--- src/rtl/alu_operand_loader.sv ---
// Switch/button front end for the 4-bit ALU: debounces "next"/"clear" and
// sequentially latches operand A, operand B and the opcode from the slide switches.
module alu_operand_loader #(
    parameter int unsigned DEBOUNCE_CYCLES = 250000
) (
    input  logic       clk,
    input  logic       rst,
    input  logic [3:0] sw,
    input  logic       btn_next,
    input  logic       btn_clear,
    output logic [3:0] a_out,
    output logic [3:0] b_out,
    output logic [2:0] sel_out,
    output logic       operands_valid,
    output logic [1:0] state_led
);

    localparam int unsigned CW = $clog2(DEBOUNCE_CYCLES + 1);
    localparam logic [CW-1:0] CNT_LAST = CW'(DEBOUNCE_CYCLES - 1);

    typedef enum logic [1:0] {
        S_A   = 2'b00,
        S_B   = 2'b01,
        S_OP  = 2'b10,
        S_RUN = 2'b11
    } state_t;

    state_t state, state_nx;

    logic [3:0] sw_meta, sw_sync;
    logic [1:0] btn_raw, btn_meta, btn_sync, btn_level, btn_level_d, btn_pulse;
    logic [CW-1:0] btn_cnt [2];
    logic       next_pulse, clear_pulse;
    logic [3:0] a_nx, b_nx;
    logic [2:0] sel_nx;

    // Bit 0 is the "next" button, bit 1 the "clear" button.
    assign btn_raw     = {btn_clear, btn_next};
    assign btn_pulse   = btn_level & ~btn_level_d;
    assign next_pulse  = btn_pulse[0];
    assign clear_pulse = btn_pulse[1];

    always_ff @(posedge clk) begin
        if (rst) begin
            sw_meta     <= '0;
            sw_sync     <= '0;
            btn_meta    <= '0;
            btn_sync    <= '0;
            btn_level   <= '0;
            btn_level_d <= '0;
            for (int unsigned i = 0; i < 2; i++) begin
                btn_cnt[i] <= '0;
            end
        end else begin
            sw_meta     <= sw;
            sw_sync     <= sw_meta;
            btn_meta    <= btn_raw;
            btn_sync    <= btn_meta;
            btn_level_d <= btn_level;
            // A level change is accepted only after DEBOUNCE_CYCLES consecutive disagreeing samples.
            for (int unsigned i = 0; i < 2; i++) begin
                if (btn_sync[i] == btn_level[i]) begin
                    btn_cnt[i] <= '0;
                end else if (btn_cnt[i] == CNT_LAST) begin
                    btn_level[i] <= ~btn_level[i];
                    btn_cnt[i]   <= '0;
                end else begin
                    btn_cnt[i] <= btn_cnt[i] + CW'(1);
                end
            end
        end
    end

    always_comb begin
        state_nx = state;
        a_nx     = a_out;
        b_nx     = b_out;
        sel_nx   = sel_out;
        if (clear_pulse) begin
            state_nx = S_A;
            a_nx     = '0;
            b_nx     = '0;
            sel_nx   = '0;
        end else if (next_pulse) begin
            unique case (state)
                S_A: begin
                    a_nx     = sw_sync;
                    state_nx = S_B;
                end
                S_B: begin
                    b_nx     = sw_sync;
                    state_nx = S_OP;
                end
                S_OP: begin
                    sel_nx   = sw_sync[2:0];
                    state_nx = S_RUN;
                end
                S_RUN: begin
                    state_nx = S_A;
                end
                default: state_nx = S_A;
            endcase
        end
    end

    always_ff @(posedge clk) begin
        if (rst) begin
            state          <= S_A;
            a_out          <= '0;
            b_out          <= '0;
            sel_out        <= '0;
            operands_valid <= 1'b0;
        end else begin
            state          <= state_nx;
            a_out          <= a_nx;
            b_out          <= b_nx;
            sel_out        <= sel_nx;
            operands_valid <= (state_nx == S_RUN);
        end
    end

    assign state_led = state;

endmodule

--- config.mk ---
export PLATFORM = sky130hd
export DESIGN_NAME = alu_operand_loader
export DESIGN_NICKNAME = d
export VERILOG_FILES = /design/src/rtl/alu_operand_loader.sv
export SDC_FILE = /design/constraint.sdc
export NUM_CORES = 1
export LEC_CHECK = 0
export ABC_AREA = 1
export CAP_MARGIN = 40
export CORE_MARGIN = 1.5
export CORE_UTILIZATION = 45
export DETAILED_ROUTE_END_ITERATION = 12
export SYNTH_ARGS = -nofsm -noshare
export SYNTH_HDL_FRONTEND = slang
export SYNTH_SLANG_ARGS = --single-unit
export TNS_END_PERCENT = 20
--- constraint.sdc ---
create_clock -name clk -period 4 [get_ports clk]
set_input_delay 0.6 -clock clk [delete_from_list [all_inputs] [get_ports clk]]
set_output_delay 0.6 -clock clk [all_outputs]
set_load 0.05 [all_outputs]
Yosys cells after proc, flatten, opt, wreduce, memory -nomap -nowiden
Memories as Yosys holds them, arrays and structs flattened.
Cells that the tools add are included.

storage, ports and cells
  input bits = 8
  word-level logic and storage cells = 75
  memories = 1
  register bits after elaboration = 30
  RAM bits = 36
  output and inout port bits = 14

operators by class
  multiplexer cells = 33
  reductions and logical operators = 7
  add/subtract/negate cells = 2
  bitwise logic cells = 12
  eq/ne operators = 8

memory list
  name     words  width  rd ports  clocked after memory_dff  wr ports  line  text
  btn_cnt  2      18     2         0                         2         32    logic [CW-1:0] btn_cnt [2];

operator list
  kind                     number
  $mux W18                 6
  $add A18 B1 Y18 const B  2
  $eq A18 B18 Y1 const B   2
  $mux W1                  24
  $reduce_and A2 Y1        5
  $pmux W2 S4              1
  $eq A2 B2 Y1 const B     3
  $or A1 B1 Y1             6
  $mux W2                  2
  $not A1 Y1               4
  $and A2 B2 Y2            1
  $eq A1 B1 Y1             2
  $eq A2 B1 Y1 const B     1
  $logic_not A2 Y1         1
  $not A2 Y2               1
  $reduce_or A2 Y1         1

Logic depth before layout (Yosys ltp)
  word-level depth = 7
  mapped depth = 9
  mapped depth without buffers = 8

Worst setup path after synthesis
OpenSTA, ideal clock, no wires.

  path kind = reg-to-reg
  start = memory btn_cnt[0][0] in the netlist's numbering
  end = memory btn_cnt[0][12] in the netlist's numbering, data pin
  library setup time = 0.254 ns
  period minus slack after synthesis = 1.646 ns
  stages on the path, launching flop included = 10
  buffers on the path = 1
  path slack = 2.354 ns
  required time = 3.746 ns
  data arrival time = 1.392 ns
  cell sequence = edfxtp_1 > ha_1 > nand2_2 > nor2_4 > nand2_1 > nor2_2 > nand2_1 > nand2_4 > buf_8 > nor2_2

RTL lines
  element             line
  start: declaration  32

Worst setup path after layout
  start = register state[0] (netlist: state_led[0])
  end = output port state_led[0]

RTL lines
  element                   line  text
  start: declaration        28    state_t state, state_nx;
  start signal: assignment  114   state <= state_nx;
  end: declaration          15    output logic [1:0] state_led

No word-level cell between the ends.

==> out/qor.csv <==
metric,value,unit
maxCapViolations,0,
skew,0.00719,ns
grt_use_total,17.4,%
cts_tree,built,
crit_start,state_led[0],
final_area,0.00388,sq mm
grt_overflow,0,
n_antenna_cell,0,
startpoint_type,flop,
critical-path-max-stage-delay,0.82,ns
r2r_start,btn_cnt[0][0],
cts_inserted_buffers,9,
fp.dieW,88.2,um
clk_latency,0.34,ns
synthCells,404,
crit_type,flop to output pin,
grt_max_degree,19,
placed_cell_area,0.00368,sq mm
clkTransAtPathRegs,0.08,ns
period_share,53.5,%
finalPower,1.38,mW
core,0.00691,sq mm
cts_root_buffer,clkbuf_8,
syn_area,0.00326,sq mm
synth_cell_types,30,
path_max_fanout,4,
ys_ff_latch,66,
setup_slack,1.86,ns
powerDensity,354,mW/mm^2
ys_seq_area_share,51.5,%
avgViaCountPerCell,4.53,
finalNetCount,479,
syn_avg_cell_area,8.08,sq um
dieArea,0.00777,sq mm
first_pass_iters,4,
max_slew_margin,66.6,%
setup_viol,0,
critPathCaptureType,output pin,
path_delay_family,buffers and inverters,
syn_to_final_growth,19.0,%
io_pins,22,
worstPathArrival,1.54,ns
rsz0062_at_grt,false,
io_buffers,21,
die_h,88.2,um
place_congestion,0.792,
fill_cells,701,
cp.required,3.40,ns
finalHoldViolations,0,
final_core_util,56.3,%
status,completed,
grt_pass1_vias,2379,
postCtsSetupBuffers,0,
hp-start,sw_meta[1],
regArea,0.00168,sq mm
crit_slowest_cell,clkdlybuf4s50_1,
avgRoutedWirePerCell,10.4,um
yosys_warnings,0,
place_ws,1.62,ns
clock-sinks,66,
final_layout_size_suffix_gt1_share,8.09,%
crit_chain,clkdlybuf4s50_1,
p_leak,1.49,nW
peakVddDrop,0.000199,V
hpwl,4440,um
worst_slew_pin_slew,0.500,ns
multi_input_area,0.00150,sq mm
crit_buf_inv,1,
ctsLongestPathBuffers,2,
maxSlewViolCount,0,
start_util,47.3,%
holdBufCountCts,0,
post_cts_resized,0,
fmax,467,MHz
final_antenna_net_count,0,
vias,2566,
wirelength,5880,um
row_count,30,
grt_pass1_wl,10400,um
hp-class,flop to flop,
antenna_found_initial,0,
fin_crit,2.14,ns
drt_iter0_markers,158,
drc,0,
ctsHtreeMaxLevel,3,
setup_tns,0,ns
-- per-layer routing --
| layer | routed length, um | global-route usage (%) | vias up |
|---|---|---|---|
| met2 | 2810 | 28.7 | 37 |
| li1 | - | - | 1387 |
| met5 | 0 | 0 | - |
| met3 | 155 | 5.94 | 7 |
| met4 | 78 | 5.26 | 0 |
| met1 | 2840 | 21.4 | 1135 |
-- Yosys cell counts, drive strengths merged --
cell type | number | area [sq um]
o21ai | 8 | 40.0
conb | 1 | 3.75
ha | 6 | 75.1
clkbuf | 1 | 3.75
inv | 46 | 173
buf | 5 | 37.5
nor3 | 3 | 15.0
dfxtp | 30 | 601
a21oi | 36 | 191
nor4 | 1 | 6.26
or2 | 9 | 56.3
nand4 | 5 | 31.3
o21bai | 1 | 7.51
nor2 | 79 | 324
edfxtp | 36 | 1080
nand2 | 97 | 377
o211ai | 1 | 7.51
xnor2 | 2 | 17.5
nand3 | 30 | 155
xor2 | 7 | 61.3
-- worst min-delay path, stage by stage, from the launching register on --
cell and delay, ns:
dfxtp_1 0.30, inv_1 0.04, nor2_1 0.03
-- stage by stage --
step                std cells  hold WS [ns]
finish                    566         0.399
CTS                       566         0.399
global placement          550         0.397
detailed placement        550         0.396
global route              566         0.420
floorplan                 439         0.388
-- flip-flops by register name (all words and copies together) (netlist names), 3 cells and up --
register	flops
b_out	4
sw_meta	4
sw_sync	4
sel_out	3
a_out	4
btn_cnt	36
-- cell type report --
type                    count  area share, %
clock inverters             7           1.96
well taps                  96           3.09
repair buffers             21           5.41
clock buffers               9           3.19
inverters                  46           4.44
multi-input cells         321           38.6
flip-flops and latches     66           43.3
-- path summary, 6_finish.rpt --
kind	to	slack, ns	cells after the start
min	sw_sync[1]	0.40	2
max	state_led[0]	1.86	1
min reg2reg	sw_sync[1]	0.40	2
max reg2reg	btn_cnt[0][11]	2.14	8
-- report_power, final --
part	switching (mW)	internal [mW]
clock	0.273	0.293
combinational	0.0343	0.0200
sequential	0.0205	0.735
-- cells in the final DEF, fill, tap and decap left out, types with 4 or more instances in the layout --
master,instances
or2_2,5
or2_0,4
o21ai_0,8
dfxtp_1,30
conb_1,36
inv_1,45
nor2_1,70
nand2_1,94
clkdlybuf4s50_1,21
edfxtp_1,36
nor2_2,8
ha_1,6
nand3_1,29
a21oi_1,33
xor2_1,7
nand4_1,5
clkbuf_8,9
-- logic make-up after synthesis --
kind of cell | after synthesis | synth area share, %
adder cells (fa/ha/maj) | 6 | 2.30
flip-flops | 66 | 51.5
AND/OR/NAND/NOR | 224 | 29.6
other | 1 | 0.115
buffers and inverters | 52 | 6.55
AO/OA/AOI/OAI | 46 | 7.55
XOR/XNOR | 9 | 2.41
No activity file was read; power rests on OpenSTA's default activity.
